[src/rtl/path_result_display_pkg.sv]
// path_display_pkg: shared constants and the FSM state encoding for
// path_result_display.
//   RESULT_ADDR_DEF / DONE_ADDR_DEF : default mailbox addresses
//   EMPTY_CODE                      : LED pattern shown when a run captured nothing
//   state_t                         : IDLE, CAPTURE, SHOW, GAP (2-bit)
package path_display_pkg;

  localparam logic [31:0] RESULT_ADDR_DEF = 32'h0200_0000;
  localparam logic [31:0] DONE_ADDR_DEF   = 32'h0200_0008;
  localparam logic [3:0]  EMPTY_CODE      = 4'hF;

  typedef enum logic [1:0] {
    IDLE    = 2'd0,
    CAPTURE = 2'd1,
    SHOW    = 2'd2,
    GAP     = 2'd3
  } state_t;

endpackage

[src/rtl/path_result_display_dwell_timer.sv]
// dwell_timer: interval timer used for both the LED dwell and the blank gap.
// A value of 0 marks the first cycle of an interval; tc pulses on the last
// cycle of each LEN-cycle interval while en is held, after which the counter
// is back at 0 ready for the next interval.
//   clk     : system clock
//   reset   : synchronous, active-high
//   restart : synchronous return to the start of an interval
//   en      : count this cycle
//   tc      : terminal-count pulse (last cycle of the interval)
module dwell_timer #(
  parameter int unsigned LEN = 2
) (
  input  logic clk,
  input  logic reset,
  input  logic restart,
  input  logic en,
  output logic tc
);

  localparam int unsigned W = $clog2(LEN) + 1;

  logic [W-1:0] value;

  // Loaded with LEN-1 on the first cycle, so reaching 1 marks the last cycle.
  // A one-cycle interval never leaves 0 and terminates every enabled cycle.
  assign tc = en && ((LEN == 1) || (value == W'(1)));

  always_ff @(posedge clk) begin
    if (reset || restart) begin
      value <= '0;
    end else if (en) begin
      value <= (value == '0) ? W'(LEN - 1) : value - W'(1);
    end
  end

endmodule

[src/rtl/path_result_display.sv]
// path_result_display: snoops CPU data-memory stores, captures node IDs
// written to RESULT_ADDR, and after a DONE_ADDR store cycles the captured
// IDs on the board LEDs with a fixed dwell per entry.
//   clk, reset (sync, active-high), clear (one-cycle restart pulse)
//   MemWrite, DataAdr, WriteData : CPU store bus
//   led      : displayed node ID (0 outside SHOW, EMPTY_CODE for an empty run)
//   count    : entries captured
//   done     : end-of-run store seen, buffer frozen
//   overflow : sticky, a result store arrived with the buffer full
// Optional macro BLINK_GAP_EN: blank the LEDs for GAP_CYCLES after every dwell.
module path_result_display
  import path_display_pkg::*;
#(
  parameter int unsigned DEPTH        = 16,
  parameter int unsigned DATA_W       = 4,
  parameter int unsigned DWELL_CYCLES = 2000000,
  parameter int unsigned GAP_CYCLES   = 200000,
  parameter logic [31:0] RESULT_ADDR  = RESULT_ADDR_DEF,
  parameter logic [31:0] DONE_ADDR    = DONE_ADDR_DEF
) (
  input  logic                       clk,
  input  logic                       reset,
  input  logic                       clear,
  input  logic                       MemWrite,
  input  logic [31:0]                DataAdr,
  input  logic [31:0]                WriteData,
  output logic [DATA_W-1:0]          led,
  output logic [$clog2(DEPTH):0]     count,
  output logic                       done,
  output logic                       overflow
);

  localparam int unsigned PW = $clog2(DEPTH);
  localparam int unsigned CW = PW + 1;

  state_t            state, state_next;
  logic [DATA_W-1:0] result_mem [DEPTH];
  logic [PW-1:0]     wptr, rptr;
  logic              hit_result, hit_done, accepting, go_show, store_ok;
  logic              has_entries, last_entry, dwell_en, dwell_tc, advance;
  logic              unused_bits;

  assign hit_result  = MemWrite && (DataAdr == RESULT_ADDR);
  assign hit_done    = MemWrite && (DataAdr == DONE_ADDR);
  assign accepting   = ((state == IDLE) || (state == CAPTURE)) && !done;
  assign go_show     = accepting && hit_done;
  assign store_ok    = accepting && hit_result && (count < CW'(DEPTH));
  assign has_entries = (count != '0);
  assign last_entry  = ({1'b0, rptr} == count - CW'(1));
  assign dwell_en    = (state == SHOW) && has_entries;
  assign unused_bits = ^WriteData[31:DATA_W];

  dwell_timer #(.LEN(DWELL_CYCLES)) u_dwell (
    .clk     (clk),
    .reset   (reset),
    .restart (clear || go_show),
    .en      (dwell_en),
    .tc      (dwell_tc)
  );

`ifdef BLINK_GAP_EN
  logic gap_tc;

  dwell_timer #(.LEN(GAP_CYCLES)) u_gap (
    .clk     (clk),
    .reset   (reset),
    .restart (clear),
    .en      (state == GAP),
    .tc      (gap_tc)
  );

  // The next entry is selected at the end of the gap, so SHOW resumes on it.
  assign advance = gap_tc;
`else
  logic unused_gap;
  assign unused_gap = ^GAP_CYCLES;
  assign advance    = dwell_tc;
`endif

  always_ff @(posedge clk) begin
    if (reset) begin
      state <= IDLE;
    end else begin
      state <= state_next;
    end
  end

  always_comb begin
    state_next = state;
    led        = '0;
    case (state)
      IDLE: begin
        if (go_show) begin
          state_next = SHOW;
        end else if (accepting && hit_result) begin
          state_next = CAPTURE;
        end
      end
      CAPTURE: begin
        if (go_show) begin
          state_next = SHOW;
        end
      end
      SHOW: begin
        led = has_entries ? result_mem[rptr] : DATA_W'(EMPTY_CODE);
`ifdef BLINK_GAP_EN
        if (dwell_tc) begin
          state_next = GAP;
        end
`endif
      end
      GAP: begin
`ifdef BLINK_GAP_EN
        if (gap_tc) begin
          state_next = SHOW;
        end
`endif
      end
      default: state_next = IDLE;
    endcase
    if (clear) begin
      state_next = IDLE;
    end
  end

  // Buffer storage carries no reset; count/wptr define which entries are valid.
  always_ff @(posedge clk) begin
    if (!reset && !clear && store_ok) begin
      result_mem[wptr] <= WriteData[DATA_W-1:0];
    end
  end

  always_ff @(posedge clk) begin
    if (reset || clear) begin
      wptr     <= '0;
      rptr     <= '0;
      count    <= '0;
      done     <= 1'b0;
      overflow <= 1'b0;
    end else begin
      if (accepting && hit_result) begin
        if (store_ok) begin
          wptr  <= wptr + PW'(1);
          count <= count + CW'(1);
        end else begin
          overflow <= 1'b1;
        end
      end
      if (go_show) begin
        done <= 1'b1;
        rptr <= '0;
      end else if (advance) begin
        rptr <= last_entry ? '0 : rptr + PW'(1);
      end
    end
  end

endmodule

[config.mk]
export PLATFORM = sky130hd
export DESIGN_NAME = path_result_display
export DESIGN_NICKNAME = d
export VERILOG_FILES = /design/src/rtl/path_result_display_pkg.sv /design/src/rtl/path_result_display_dwell_timer.sv /design/src/rtl/path_result_display.sv
export SDC_FILE = /design/constraint.sdc
export NUM_CORES = 1
export LEC_CHECK = 0
export ABC_AREA = 1
export CELL_PAD_IN_SITES_DETAIL_PLACEMENT = 0
export CELL_PAD_IN_SITES_GLOBAL_PLACEMENT = 1
export CORE_MARGIN = 2
export CORE_UTILIZATION = 41
export DETAILED_ROUTE_END_ITERATION = 10
export PLACE_DENSITY = 0.84
export SETUP_SLACK_MARGIN = 0.02
export SLEW_MARGIN = 20
export SYNTH_ARGS = -nofsm -noshare
export SYNTH_HDL_FRONTEND = slang
export SYNTH_SLANG_ARGS = --single-unit
export TNS_END_PERCENT = 100
[constraint.sdc]
create_clock -name clk -period 2.3 [get_ports clk]
set_clock_uncertainty 0.1 [all_clocks]
set_input_delay 0.23 -clock clk [delete_from_list [all_inputs] [get_ports clk]]
set_output_delay 0.23 -clock clk [all_outputs]
set_load 0.02 [all_outputs]
# After elaboration in Yosys (flattened, before gate mapping)
# Memory sizes are Yosys's and may differ from the RTL's. A register that Yosys moved wholly into a read port is not among the register bits.
# Index checks and enable logic that the tools add are counted.
# Widths: inputs -> output; s select.
[word_totals] regBits=39 latchBits=0 ramBits=64 romBits=0 out_inout_bits=11 wordCells=61 memories=1
[classes] n_addsub=5 n_mul=0 div_mod_pow=0 n_lt_le_gt_ge=1 eq_ne=8 n_shift=0 n_mux=12 n_bitwise=1 n_reduce_logical=26
[memory_table] name="result_mem" words=16 word_bits=4 rd=1 rd_clocked_by_memory_dff=1 wr=1 line="path_result_display.sv:37" rtl="logic [DATA_W-1:0] result_mem [DEPTH];"
[op_table] op="$eq 32x26->1 const B" count=2
[op_table] op="$eq 22x1->1 const B" count=1
[op_table] op="$logic_not 22->1" count=1
[op_table] op="$mux 22" count=1
[op_table] op="$sub 22x1->22 const B" count=1
[op_table] op="$mux 4" count=5
[op_table] op="$logic_and 1x1->1" count=10
[op_table] op="$add 4x1->4 const B" count=2
[op_table] op="$mux 2" count=3
[op_table] op="$add 5x1->5 const B" count=1
[op_table] op="$eq 4x5->1" count=1
[op_table] op="$lt 5x5->1 const B" count=1
[op_table] op="$reduce_bool 5->1" count=1
[op_table] op="$sub 5x1->5 const B" count=1
[op_table] op="$logic_or 1x1->1" count=4
[op_table] op="$pmux 2 s2" count=1
[op_table] op="$reduce_and 2->1" count=2
[op_table] op="$reduce_or 2->1" count=2
[op_table] op="$logic_not 1->1" count=3
[op_table] op="$ne 3x2->1 const B" count=1
[op_table] op="$reduce_and 3->1" count=1
[op_table] op="$eq 2x1->1 const B" count=1
[op_table] op="$eq 2x2->1 const B" count=1
[op_table] op="$logic_not 2->1" count=1
[op_table] op="4 further kinds" count=5

# Depth between registers and ports, before layout
# Gate-level depths: netlist (run 1).
[depth] word_depth=8 mapped_depth=12 mapped_depth_nobuf=12

# By module
# From an unflattened synthesis (run 1), not the netlist that was laid out.
[hier_totals] hier_cells=568 hier_area_um2=5141.2
[by_module_without_submodules] mod="path_result_display" n_inst=1 cells_each=392 area_per_inst_um2=3823.7
[by_module_without_submodules] mod="dwell_timer" n_inst=1 cells_each=176 area_per_inst_um2=1317.5

# Least setup slack after synthesis (run 1)
# Ideal clock, no wire load.
[synth_timing] path_type="reg2reg" from="reg count[0]" to="reg u_dwell.value[13]" setup_ns=0.117 arrival_ns=1.687 required_time_ns=2.083 slack_ns=0.396 path_stages_with_launch=11 n_path_buf=0 synth_period_minus_slack_ns=1.904 path_cell_list="dfxtp_1 -> inv_1 -> ha_1 -> nand3_2 -> nand2_4 -> nor2_4 -> nand2_2 -> nor2_4 -> nand2_2 -> nand2_2 -> nor2_1"
[synth_via] elab_chain_len=2
[synth_rtl] item="start: declaration" line="path_result_display.sv:28" rtl="output logic [$clog2(DEPTH):0] count,"
[synth_rtl] item="start signal: assignment" line="path_result_display.sv:144" rtl="count <= count + CW'(1);"
[synth_rtl] item="$reduce_bool 5->1" line="path_result_display.sv:48" rtl="assign has_entries = (count != '0);"
[synth_rtl] item="$logic_and 1x1->1" line="path_result_display.sv:50" rtl="assign dwell_en = (state == SHOW) && has_entries;"
[synth_rtl] item="end signal: assignment" line="path_result_display_dwell_timer.sv:32" rtl="value <= (value == '0) ? W'(LEN - 1) : value - W'(1);"
[synth_rtl] item="end: declaration" line="path_result_display_dwell_timer.sv:22" rtl="logic [W-1:0] value;"
# Every way passes these cells.
# A chain may end at the register's enable or synchronous reset.

==> results of run 1 <==
[layer usage]
layer  global-route usage [%]  share of wire [%]  vias to the layer above
met2                     32.2                 49                      120
li1                         -                  -                     2063
met3                     3.95                6.3                        6
met5                        0                  0                        -
met1                     22.8                 44                     1898
met4                     5.06                1.1                        0
[cell type report]
| class | instances | area, µm² | area share (%) |
|---|---|---|---|
| clock buffer | 10 | 229 | 3.69 |
| clock inverter | 6 | 72.6 | 1.17 |
| inverter | 53 | 199 | 3.21 |
| multi-input combinational | 399 | 2000 | 32.2 |
| sequential | 107 | 2780 | 44.9 |
| tap | 147 | 184 | 2.96 |
| timing repair buffer | 79 | 736 | 11.9 |
[through the flow]
stage | power (mW) | util, % | cells | hold WS, ps | cell area, µm²
CTS | 3.72 | 51.8 | 801 | 365 | 6220
global route | 3.81 | 51.6 | 801 | 385 | 6200
finish | 3.69 | 51.6 | 801 | 364 | 6200
floorplan | 2.09 | - | 572 | 229 | 5030
detailed placement | 2.19 | 49.3 | 785 | 355 | 5920
global placement | 2.19 | 49.3 | 785 | 352 | 5920
[critical path, cell delays in order, from the launching register on]
cell	delay, ps
dfxtp_2	370
inv_1	80
buf_12	160
o21ai_0	220
o211ai_1	150
nand3_1	130
nand3_1	70
nand2_1	80
inv_1	40
clkbuf_2	140
[power by group]
| group | switching (mW) | leakage, nW | internal, mW | total, mW |
|---|---|---|---|---|
| clock | 0.688 | 0.149 | 0.858 | 1.55 |
| combinational | 0.0494 | 1.31 | 0.0675 | 0.117 |
| sequential | 0.0000000000105 | 0.922 | 2.03 | 2.03 |
| total | 0.737 | 2.38 | 2.95 | 3.69 |
[cells by family (layout without fill, tap and decap cells)]
family / Yosys count / in the layout
DFF: 107 / 107
and+or+nand+nor: 295 / 295
buffers and inverters: 66 / 148
xor gates and xnor gates: 16 / 16
adders and majority gates: 9 / 9
AOI/OAI and AO/OA: 79 / 79
[cells in the final DEF, fill, tap and decap left out, types with 4 or more instances in the layout]
cell	instances
o21ai_0	37
clkbuf_2	4
dfxtp_1	42
nor2_2	5
nand2_2	4
nor2_1	145
nand3_1	37
nor3_1	8
xor2_1	12
edfxtp_1	64
nand4_1	9
buf_4	26
clkdlybuf4s50_1	46
nand2_1	70
ha_1	9
xnor2_1	4
a21oi_1	14
o21ai_1	6
clkbuf_16	9
nor2_4	6
inv_1	50
o211ai_1	16
[final timing paths]
kind | from | endpoint | slack [ps] | cells after the start
hold / removal | u_dwell.value[1]$_SDFFE_PP0P_ | u_dwell.value[1]$_SDFFE_PP0P_ | 360 | 2
setup / recovery | register | led[3] | 170 | 9
hold reg to reg | u_dwell.value[1]$_SDFFE_PP0P_ | u_dwell.value[1]$_SDFFE_PP0P_ | 360 | 2
setup reg to reg | count[1]$_SDFFE_PN0P_ | u_dwell.value[3]$_SDFFE_PP0P_ | 350 | 10
[flip-flops by register name (all words and copies together) (netlist names), named ones only]
register       count
rptr               4
count              5
result_mem        64
state              2
u_dwell.value     22
overflow           1
wptr               4
done               1
[repair_timing]
action / CTS / global route
hold buffers: 0 / 0
pin swaps: 0 / 0
endpoints found under the setup margin: 4 / 4
hold endpoints to repair: 0 / 0
resized for setup: 8 / 11
==> results.toml, run 1 <==
[logic_synthesis]
synth_top_area_cell = "edfxtp_1"
synth_area_leaders = "edfxtp_1 (38%), dfxtp_1 (17%), nor2_1 (11%)"
syn_nets = 649
synth_compound_area_share_pct = 8.87
yosys_warnings = 0
netlist_top_cells_count = "nor2_1 (145), nand2_1 (70), edfxtp_1 (64)"
synth_top_family_by_area = "simple AND/OR/NAND/NOR gates"
netlist-cell-type-count = 29
synth_cells = 572
yosys_register_bits = 107
synth_edf_count = 64
synth.mux.area_fraction_pct = 0
async_reset_ff_share_pct = 0
synth_ff_type = "edfxtp_1"
seq_area_frac_synth_pct = 55.3
mappedNetlistArea_um2 = 5030
synth_xor_area_share_pct = 2.78
synth_area_per_cell_um2 = 8.80
synthSimpleGateAreaFrac_pct = 25.8
yosysMostFrequentCell = "nor2_1"
synth_fa_ha_area_share_pct = 2.24
synth_top_area_share_pct = 38.2

[final_layout]
diodes = 0
fill_cells = 1120
final_nets = 726
drive_above_1_share_pct = 10.9
area_delta_synth_final_pct = 23.2

[clocking]
post_cts_buffers = 0
cts_tree = "done"
path_clk_slew_ps = 70
clk_latency_ps = 350
ctsLongestPathBuffers = 2
cts-root-buf = "clkbuf_16"
htree_levels = 3
cts_made_buffers = 9
cts_sinks = 107

[route]
first_iter_violations = 248
wl_per_cell_um = 13.9
ant_nets = 0
remaining_drc_errors = 0
via_per_inst = 5.10
vias = 4087
drt_pass1_iterations = 7
wirelength_um = 11100

[worst_setup_path]
path_class = "reg2out"
cp.required_ps = 1970
cp-start-kind = "register"
critPathMaxFanout = 32
arrival_ps = 1800
worstSetupEndpointType = "output pin"

[pwr]
power.density_nw_per_um2 = 595
leakagePower_nw = 2.38
vdd_drop_max_mv = 0.342

[timing]
period_minus_slack_ps = 2130
fin_ws_ps = 173
rsz0062_at_grt = "no"
max_slew_margin_pct = 55.3
final_hold_viol_count = 0
drv_slew = 0
worst_pin_slew_ps = 668
setup_tns_ps = 0
final-setup-viol-count = 0
fmax_mhz = 470
period_share_pct = 92.5

[place]
dp_hpwl_um = 8190
dp_slack_ps = 32.4
port_buffers = 50
gp_congestion = 0.798

[die]
die_area_um2 = 13200
die_h_um = 115
design.core.area_um2 = 12000
top_level_ports = 79
chipWidth_um = 115
initial_core_util_pct = 41.9
rows = 40

[grt]
antenna_found_initial = 0
grt_pass1_wl_um = 18900
grt_pass1_vias = 4121
grt_overflow_total = 0
grt_use_total_pct = 18.3
grt_start_max_net_pins = 33

[run]
cap_violations = 0

[status]
status = "completed"

[min_path]
hold_path_class = "reg2reg"
No activity file was read; power rests on OpenSTA's default activity.
==> run 2: changes to the inputs <==
==> constraint.sdc (replaced) <==
create_clock -name clk -period 2.1 [get_ports clk]
set_clock_uncertainty 0.1 [all_clocks]
set_input_delay 0.42 -clock clk [delete_from_list [all_inputs] [get_ports clk]]
set_output_delay 0.42 -clock clk [all_outputs]
set_load 0.02 [all_outputs]
==> results.toml, run 2 (synthesis results as in run 1) <==
[status]
status = "finished, violations left"
failed_checks = "setup timing"

[worst_setup_path]
cp-start-kind = "register"
crit_path_frequent_cell = "inv_2"
worstSetupEndpointType = "output pin"
cp_top_family = "buffers and inverters"
arrival_ps = 1780
critical_path.cell_chain = "inv_2 -> buf_12 -> nor2_1 -> o211ai_1 -> nand3_1 -> nand3_2 -> nand2_2 -> inv_2 -> buf_6"
cp.required_ps = 1580
critical_path.slowest_cell = "dfxtp_4"
cpPeakStageDelay_ps = 370
crit_buf_inv = 4
path_class = "reg2out"
critPathMaxFanout = 16

[clocking]
cts-root-buf = "clkbuf_16"
cts_tree = "done"
clk_latency_ps = 350
ctsLongestPathBuffers = 2
cts_sinks = 107
cts_made_buffers = 9
htree_levels = 3
path_clk_slew_ps = 70

[timing]
fin_ws_ps = -203
final-setup-viol-count = 4
worst_pin_slew_ps = 695
rsz0062_at_grt = "yes"
fmax_mhz = 434
period_minus_slack_ps = 2300
setup_tns_ps = -765
drv_slew = 0
period_share_pct = 110
final_hold_viol_count = 0
max_slew_margin_pct = 53.5

[final_layout]
area_delta_synth_final_pct = 34.6
drive_above_1_share_pct = 19.4
diodes = 0
reg.largest.list = "result_mem (64), u_dwell.value (22), count (5)"
final_cell_mix = "nor2_1 (128), nand2_1 (64), edfxtp_1 (64)"
fill_cells = 1048
final_common_cell = "nor2_1"
stdcell_count = 827
largest-register = "result_mem"
largest_reg_flops = 64
final_nets = 752

[pwr]
leakagePower_nw = 2.81
vdd_drop_max_mv = 0.367
power.density_nw_per_um2 = 606

[die]
top_level_ports = 79
die_area_um2 = 13200
initial_core_util_pct = 41.9
chipWidth_um = 115
rows = 40
design.core.area_um2 = 12000
die_h_um = 115

[run]
cap_violations = 0

[grt]
grt_pass1_wl_um = 19500
antenna_found_initial = 0
grt_pass1_vias = 4027
grt_use_total_pct = 19.1
grt_start_max_net_pins = 33
grt_overflow_total = 0

[route]
ant_nets = 0
wirelength_um = 12400
via_per_inst = 5.16
drt_pass1_iterations = 5
vias = 4266
first_iter_violations = 283
wl_per_cell_um = 14.9
remaining_drc_errors = 0

[place]
dpl.cell_count = 801
gp_congestion = 0.786
dp_hpwl_um = 8200
port_buffers = 50
dp_slack_ps = -397

[min_path]
hold_path_class = "reg2reg"
## run 2: metrics by stage
step	total power, mW	cell area [µm²]	hold slack, ps	util (%)
after CTS	4.13	6560	367	54.6
after detailed placement	2.41	6050	354	50.4
after global placement	2.40	6050	353	50.4
after global routing	4.23	6770	408	56.4
after floorplan	2.29	5030	344	-
final	4.11	6770	363	56.4
## run 2: power by group
part / leakage [nW] / total (mW) / internal (mW) / switching (mW)
Combinational: 1.74 / 0.138 / 0.0747 / 0.0630
Sequential: 0.922 / 2.22 / 2.22 / 0.0000000000114
Clock: 0.149 / 1.75 / 0.946 / 0.806
## run 2: worst paths after layout
kind                                                    start                       endpoint  slack [ps]  cells after the start
worst min-delay path            u_dwell.value[1]$_SDFFE_PP0P_  u_dwell.value[1]$_SDFFE_PP0P_         360                      2
worst min register to register  u_dwell.value[1]$_SDFFE_PP0P_  u_dwell.value[1]$_SDFFE_PP0P_         360                      2
worst max register to register              done$_SDFFE_PN0P_     result_mem[2][1]$_DFFE_PP_         160                      9
worst max-delay path                                 register                         led[3]        -200                      9
## run 2: area by class of cell
cell class	instances	area (µm²)	area share (%)
Multi-Input combinational cell	400	2180	32.2
Clock inverter	7	88.8	1.31
Sequential cell	107	2790	41.1
Timing Repair Buffer	104	1110	16.4
Clock buffer	9	225	3.33
Tap cell	147	184	2.72
Inverter	53	199	2.94
## run 2: metal layers
layer / vias to the layer above / track usage (%) / routed length [µm]
li1: 2120 / - / -
met1: 1992 / 24.2 / 5450
met2: 137 / 33.1 / 6020
met3: 17 / 4.48 / 696
met4: 0 / 5.06 / 189
met5: - / 0 / 0
## run 2: timing repair
| action | CTS | global route |
|---|---|---|
| hold endpoints to repair | 0 | 0 |
| resized for setup | 59 | 66 |
| pin swaps | 9 | 48 |
| buffers inserted | 5 | 3 |
| hold buffers | 0 | 0 |
| endpoints found under the setup margin | 40 | 72 |
| cloned | 3 | 1 |
## run 2: worst reg2reg max path, stage by stage, from the launching register on
cell and delay [ps]:
dfxtp_1 340, nor2_1 170, nand3_2 110, nor2_4 160, nand2_2 90, nor2_4 160, buf_6 130, nand3_4 130
nor2_1 130, buf_4 140
